--- src/rtl/mem_stage_lsu_pkg.sv ---
// Shared opcode and select codes, FSM state encoding and helpers for the MEM-stage load/store unit.
package mem_stage_lsu_pkg;

  localparam int ALU_OP_W   = 8;
  localparam int ALU_SEL_W  = 3;
  localparam int REG_ADDR_W = 5;
  localparam int REG_W      = 32;

  typedef logic [ALU_OP_W-1:0]  alu_op_t;
  typedef logic [ALU_SEL_W-1:0] alu_sel_t;

  localparam alu_op_t EXE_LB_OP  = 8'b1110_0000;
  localparam alu_op_t EXE_LH_OP  = 8'b1110_0001;
  localparam alu_op_t EXE_LW_OP  = 8'b1110_0011;
  localparam alu_op_t EXE_LBU_OP = 8'b1110_0100;
  localparam alu_op_t EXE_LHU_OP = 8'b1110_0101;
  localparam alu_op_t EXE_SB_OP  = 8'b1110_1000;
  localparam alu_op_t EXE_SH_OP  = 8'b1110_1001;
  localparam alu_op_t EXE_SW_OP  = 8'b1110_1011;
  localparam alu_op_t EXE_ADD_OP = 8'b0010_0000;

  localparam alu_sel_t EXE_RES_ARITHMETIC = 3'b100;
  localparam alu_sel_t EXE_RES_LOAD_STORE = 3'b111;

  typedef enum logic [2:0] {
    ST_IDLE,
    ST_RD,
    ST_WAIT,
    ST_WR,
    ST_DONE
  } lsu_state_t;

  function automatic logic is_load(input alu_op_t op);
    return (op == EXE_LB_OP) || (op == EXE_LH_OP) || (op == EXE_LW_OP) ||
           (op == EXE_LBU_OP) || (op == EXE_LHU_OP);
  endfunction

  function automatic logic is_store(input alu_op_t op);
    return (op == EXE_SB_OP) || (op == EXE_SH_OP) || (op == EXE_SW_OP);
  endfunction

  function automatic logic [2:0] op_bytes(input alu_op_t op);
    case (op)
      EXE_LB_OP, EXE_LBU_OP, EXE_SB_OP: return 3'd1;
      EXE_LH_OP, EXE_LHU_OP, EXE_SH_OP: return 3'd2;
      default:                          return 3'd4;
    endcase
  endfunction

endpackage

--- src/rtl/mem_stage_lsu_load_ext.sv ---
// Width select and sign/zero extension of the little-endian assembled load word.
module mem_load_ext
  import mem_stage_lsu_pkg::*;
(
  input  logic [31:0] i_word,
  input  alu_op_t     i_op,
  output logic [31:0] o_data
);

  always_comb begin
    // NOTE: default assignment first so no path through the case leaves o_data unassigned (no latch).
    o_data = i_word;
    case (i_op)
      EXE_LB_OP:  o_data = {{24{i_word[7]}}, i_word[7:0]};
      EXE_LBU_OP: o_data = {24'h0, i_word[7:0]};
      EXE_LH_OP:  o_data = {{16{i_word[15]}}, i_word[15:0]};
      EXE_LHU_OP: o_data = {16'h0, i_word[15:0]};
      default:    o_data = i_word;
    endcase
  end

endmodule

--- src/rtl/mem_stage_lsu.sv ---
// MEM-stage load/store unit: pass-through of ALU results, byte-serial loads/stores on an 8-bit RAM port.
module mem_stage_lsu
  import mem_stage_lsu_pkg::*;
#(
  parameter int MEM_RD_LAT = 1
) (
  input  logic                  clk,
  input  logic                  rst,
  input  logic                  in_valid_i,
  output logic                  ready_o,
  input  alu_op_t               aluop_i,
  input  alu_sel_t              alusel_i,
  input  logic [REG_ADDR_W-1:0] wd_i,
  input  logic                  wreg_i,
  input  logic [REG_W-1:0]      wdata_i,
  input  logic [REG_W-1:0]      mem_addr_i,
  input  logic [REG_W-1:0]      mem_sdata_i,
  output logic                  out_valid_o,
  output logic [REG_ADDR_W-1:0] wd_o,
  output logic                  wreg_o,
  output logic [REG_W-1:0]      wdata_o,
  output logic [31:0]           mem_a_o,
  output logic [7:0]            mem_dout_o,
  output logic                  mem_wr_o,
  input  logic [7:0]            mem_din_i
);

  lsu_state_t  r_state;
  alu_op_t     r_op;
  logic [2:0]  r_nbytes;
  logic [2:0]  r_cnt;
  logic [31:0] r_addr;
  logic [31:0] r_sdata;
  logic [31:0] r_lanes;
  logic [1:0]  r_cap_idx;
  logic [1:0]  r_rd_pipe;

  logic        w_is_load;
  logic        w_is_store;
  logic        w_cap;
  logic        w_last_cap;
  logic [31:0] w_assembled;
  logic [31:0] w_ext;

  assign ready_o    = rst && (r_state == ST_IDLE);
  assign w_is_load  = (alusel_i == EXE_RES_LOAD_STORE) && is_load(aluop_i);
  assign w_is_store = (alusel_i == EXE_RES_LOAD_STORE) && is_store(aluop_i);

  // A read issued in RD returns MEM_RD_LAT cycles later; the pipe tracks which cycles carry data.
  assign w_cap      = (MEM_RD_LAT == 1) ? r_rd_pipe[0] : r_rd_pipe[1];
  assign w_last_cap = w_cap && ({1'b0, r_cap_idx} == (r_nbytes - 3'd1));

  always_comb begin
    w_assembled = r_lanes;
    if (w_cap) w_assembled[{r_cap_idx, 3'b000} +: 8] = mem_din_i;
  end

  mem_load_ext u_ext (
    .i_word (w_assembled),
    .i_op   (r_op),
    .o_data (w_ext)
  );

  // NOTE: every register here uses <= so all state advances together from pre-edge values.
  always_ff @(posedge clk) begin
    if (!rst) begin
      r_state     <= ST_IDLE;
      r_op        <= '0;
      r_nbytes    <= '0;
      r_cnt       <= '0;
      r_addr      <= '0;
      r_sdata     <= '0;
      r_lanes     <= '0;
      r_cap_idx   <= '0;
      r_rd_pipe   <= '0;
      out_valid_o <= 1'b0;
      wd_o        <= '0;
      wreg_o      <= 1'b0;
      wdata_o     <= '0;
      mem_a_o     <= '0;
      mem_dout_o  <= '0;
      mem_wr_o    <= 1'b0;
    end else begin
      out_valid_o <= 1'b0;
      r_rd_pipe   <= {r_rd_pipe[0], (r_state == ST_RD)};
      if (w_cap) begin
        r_lanes   <= w_assembled;
        r_cap_idx <= r_cap_idx + 2'd1;
      end

      case (r_state)
        ST_IDLE: begin
          if (in_valid_i) begin
            r_op      <= aluop_i;
            r_nbytes  <= op_bytes(aluop_i);
            r_cnt     <= 3'd1;
            r_addr    <= mem_addr_i + 32'd1;
            r_lanes   <= '0;
            r_cap_idx <= '0;
            wd_o      <= wd_i;
            wreg_o    <= wreg_i && !w_is_store;
            wdata_o   <= wdata_i;
            if (w_is_load) begin
              r_state <= ST_RD;
              mem_a_o <= mem_addr_i;
            end else if (w_is_store) begin
              r_state    <= ST_WR;
              mem_a_o    <= mem_addr_i;
              mem_dout_o <= mem_sdata_i[7:0];
              mem_wr_o   <= 1'b1;
              r_sdata    <= mem_sdata_i >> 8;
            end else begin
              r_state     <= ST_DONE;
              out_valid_o <= 1'b1;
            end
          end
        end
        ST_RD: begin
          if (r_cnt == r_nbytes) begin
            r_state <= ST_WAIT;
          end else begin
            mem_a_o <= r_addr;
            r_addr  <= r_addr + 32'd1;
            r_cnt   <= r_cnt + 3'd1;
          end
        end
        ST_WAIT: begin
          if (w_last_cap) begin
            r_state     <= ST_DONE;
            out_valid_o <= 1'b1;
            wdata_o     <= w_ext;
          end
        end
        ST_WR: begin
          if (r_cnt == r_nbytes) begin
            r_state     <= ST_DONE;
            mem_wr_o    <= 1'b0;
            out_valid_o <= 1'b1;
          end else begin
            mem_a_o    <= r_addr;
            mem_dout_o <= r_sdata[7:0];
            r_sdata    <= r_sdata >> 8;
            r_addr     <= r_addr + 32'd1;
            r_cnt      <= r_cnt + 3'd1;
          end
        end
        ST_DONE: r_state <= ST_IDLE;
        default: r_state <= ST_IDLE;
      endcase
    end
  end

endmodule

--- config.mk ---
export PLATFORM = sky130hd
export DESIGN_NAME = mem_stage_lsu
export DESIGN_NICKNAME = d
export VERILOG_FILES = /design/src/rtl/mem_stage_lsu_pkg.sv /design/src/rtl/mem_stage_lsu_load_ext.sv /design/src/rtl/mem_stage_lsu.sv
export SDC_FILE = /design/constraint.sdc
export NUM_CORES = 1
export LEC_CHECK = 0
export CORE_ASPECT_RATIO = 1.25
export CORE_MARGIN = 2
export CORE_UTILIZATION = 45
export DETAILED_ROUTE_END_ITERATION = 8
export GPL_TIMING_DRIVEN = 0
export PLACE_DENSITY = 0.72
export SLEW_MARGIN = 10
export SYNTH_ARGS = -nofsm -noshare
export SYNTH_HDL_FRONTEND = slang
export SYNTH_HIERARCHICAL = 1
export SYNTH_SLANG_ARGS = --single-unit
--- constraint.sdc ---
create_clock -name clk -period 8.85 [get_ports clk]
set_clock_uncertainty 0.1 [all_clocks]
set_input_delay 1.77 -clock clk [delete_from_list [all_inputs] [get_ports clk]]
set_output_delay 1.77 -clock clk [all_outputs]
set_load 0.02 [all_outputs]
==> summary.txt <==
======================================================================================
Number of endpoints with negative hold slack in the final report                     0
Cell count after synthesis                                                        1140
CTS-repair resized insts                                                             0
Top delay family on crit path                                             buffers and inverters
# H-tree levels                                                                      4
Routed Wire Length                                                            31890 um
Final GP Congestion                                                             0.9602
Total Die Area                                                               22390 um2
Number of nets in the synthesized netlist                                         1272
Clock sink count                                                                   188
Placeable Area                                                               20820 um2
Syn avg cell area                                                            8.371 um2
Vertical die dimension                                                        166.8 um
Fmax achieved                                                               0.1871 GHz
Setup-failing EPs final                                                              0
DP Area                                                                      11930 um2
Clock network latency to the later pin of the worst-skew pair                   440 ps
Static Leak                                                                   4.652 nW
Half-perimeter wire length after detailed placement                           23640 um
Via count                                                                         9536
Number of max-capacitance violations reported                                        0
Slew Limit Headroom                                                             27.73%
Total of warnings raised by yosys                                                    6
Worst path bufs/invs                                                                 2
Post-CTS Setup Repair Bufs                                                           0
Residual overflow from global routing                                                0
# rows                                                                              59
Switching component of the power                                             0.5722 mW
Power share of the combinational group                                           14.6%
Overall die width                                                             134.3 um
Total Negative Setup Slacks                                                       0 ps
Flip-flop and latch count after synthesis                                          188
Number of remaining DRC errors                                                       0
Count of cell types in the netlist                                                  72
Initial standard-cell utilization of the core                                   45.84%
Most frequent cells in the layout                                         clkdlybuf4s50_1 (203), dfxtp_1 (188), nand2_1 (176)
Net count reported at finish                                                      1494
Fraction of synthesis flops using an asynchronous set or reset pin                  0%
Clock tree buffer depth                                                              2
Fin crit share                                                                  60.41%
Critical path fanouts, max                                                          10
Switching share of total power                                                  29.00%
Count of non-filler cells in the finished layout                                  1649
Worst EP arrival                                                               3480 ps
Sequential fraction of the synthesis area                                       39.44%
Most frequently used flop master after synthesis                               dfxtp_1
Total power density per cell area                                         157.3 nW/um2
Port Buffer Count                                                                  203
Area of all placed cells without fillers                                     12540 um2
Class of the tightest hold or removal check                               register to register
Category of the critical setup timing path                                input port to output pin
Worst Tran Pin Value                                                           1076 ps
Detailed-router iteration count before antenna repair                                5
Final slew viol count                                                                0
Area added between synthesis and finish                                         31.45%
Number of buffers created by CTS                                                    17
Routed length per instance                                                    19.34 um
Largest net degree at the start of global routing                                   21
Cell area after synthesis                                                     9543 um2
Root Driver                                                                  clkbuf_16
Fraction of power consumed by sequential logic                                   45.8%
Internal power contribution                                                   1.401 mW
Cells along the critical path                                             clkbuf_1 -> nand2b_1 -> nor3_1 -> clkdlybuf4s50_1
Cell count after placement                                                        1617
Number of antenna violations at the first check in global routing                    0
Library cell contributing the largest single delay on the critical path   clkdlybuf4s50_1
Min Hold Slack                                                                351.7 ps
Clock power share                                                                39.6%
Maximum vdd ir drop                                                          0.1518 mV
Cts-stage hold buffer count                                                          0
Remaining antenna violation count after routing                                      0
Highest cell delay on the worst timing path                                     670 ps
Status                                                                    finished, final reports clean
Count of antenna diodes in the layout                                                0
First-pass GRT wire length                                                    50090 um
Tmin final                                                                     5346 ps
Via-to-Cell Ratio                                                                5.783
Total GRT Usage                                                                 28.31%
Startpoint class of the critical path                                       input port
Most frequent standard cell in the layout excluding fill and tap cells    clkdlybuf4s50_1
Clock transition at the registers of the reported paths                          70 ps
Top Ports                                                                          205
Number of flops mapped to enable cells by yosys                                      0
TritonCTS clock tree                                                              done
Required time at the worst-slack endpoint                                      6980 ps
RSZ-0062 raised after global routing                                             false
Via count of the first global-routing pass                                        9380
Category of the worst setup path capture point                              output pin
Number of DRC markers in iteration 0                                               767
Layout cell share with drive strength beyond 1                                  7.200%
======================================================================================
-- through the flow --
| step | total power [mW] | util, % | setup slack, ps |
|---|---|---|---|
| CTS | 1.981 | 60.20 | 3569 |
| finish | 1.973 | 60.26 | 3504 |
| global placement | 1.206 | 57.25 | 3587 |
| detailed placement | 1.208 | 57.31 | 3590 |
| floorplan | 1.055 | - | 4329 |
| global route | 2.042 | 60.26 | 3472 |
-- final timing paths --
| kind | startpoint | endpoint | slack [ps] | cells past startpoint |
|---|---|---|---|---|
| worst max-delay path | rst | ready_o | 3500 | 4 |
| worst min-delay path | r_op[4] | r_op[4] | 350 | 2 |
| worst max register to register | r_state[2] | r_addr[16] | 4490 | 15 |
| worst min register to register | r_op[4] | r_op[4] | 350 | 2 |
-- per-layer routing --
layer	global-route usage [%]	routed length (um)	part of all wire, %	vias up
li1	-	-	-	4576
met1	35.03	12870	40	4445
met4	11.99	1092	3.4	0
met5	0	0	0	-
met2	48.78	15760	49	431
met3	4.170	2168	6.8	84
-- power groups by stage --
stage | logic [mW] | clock network, mW | registers, mW
global placement | 0.284 | 0 | 0.922
global route | 0.309 | 0.826 | 0.907
CTS | 0.287 | 0.791 | 0.903
finish | 0.289 | 0.781 | 0.903
detailed placement | 0.286 | 0 | 0.923
floorplan | 0.112 | 0 | 0.943
-- cells by family (layout without fill, tap and decap cells) --
logic type                 Yosys count  in the layout  synth area share [%]
xor gates and xnor gates            14             14                 1.285
and+or+nand+nor                    466            466                 22.92
buffers and inverters              106            341                 5.179
AOI/OAI and AO/OA                  278            278                 21.31
DFF                                188            188                 39.44
muxes                               80             80                 8.824
adders and majority gates            8              8                 1.049
-- cell type report --
class                      instances  area [um2]
fill                            1897        8273
inverter                          10       37.54
multi-input combinational        846        5310
sequential                       188        3764
timing repair buffer             203        2032
clock inverter                    14       162.7
tap                              274       342.8
buffer                            96       456.7
clock buffer                      18       439.2
-- cells in the mapped netlist (10+ instances only) --
cell type / instances / share of area (%)
nor2_1: 111 / 4.4
nand3_1: 69 / 3.6
a211oi_1: 59 / 4.6
a311oi_1: 41 / 3.8
buf_2: 19 / 1.0
a21o_1: 17 / 1.3
dfxtp_1: 188 / 39
nor2b_1: 35 / 2.3
o21ai_0: 32 / 1.7
nand4_1: 10 / 0.66
clkbuf_1: 60 / 2.4
nand2_1: 176 / 6.9
a21oi_1: 40 / 2.1
o211ai_1: 10 / 0.79
a22o_1: 32 / 2.9
inv_1: 10 / 0.39
mux2i_1: 69 / 7.2
-- worst register-to-register path, delay by kind of cell (launching register included) --
| kind | cells | cell delay, ps |
|---|---|---|
| AOI/OAI and AO/OA | 2 | 450 |
| adders and majority gates | 1 | 270 |
| buffers and inverters | 7 | 1830 |
| DFF | 1 | 470 |
| and+or+nand+nor | 5 | 1140 |
-- state kept, by name (all words and copies together) (netlist names), 5 cells and up --
signal,cells
mem_a_o,32
r_op,8
mem_dout_o,8
r_addr,32
r_sdata,24
wd_o,5
wdata_o,32
r_lanes,32
Power figures use the tool's default switching activity.
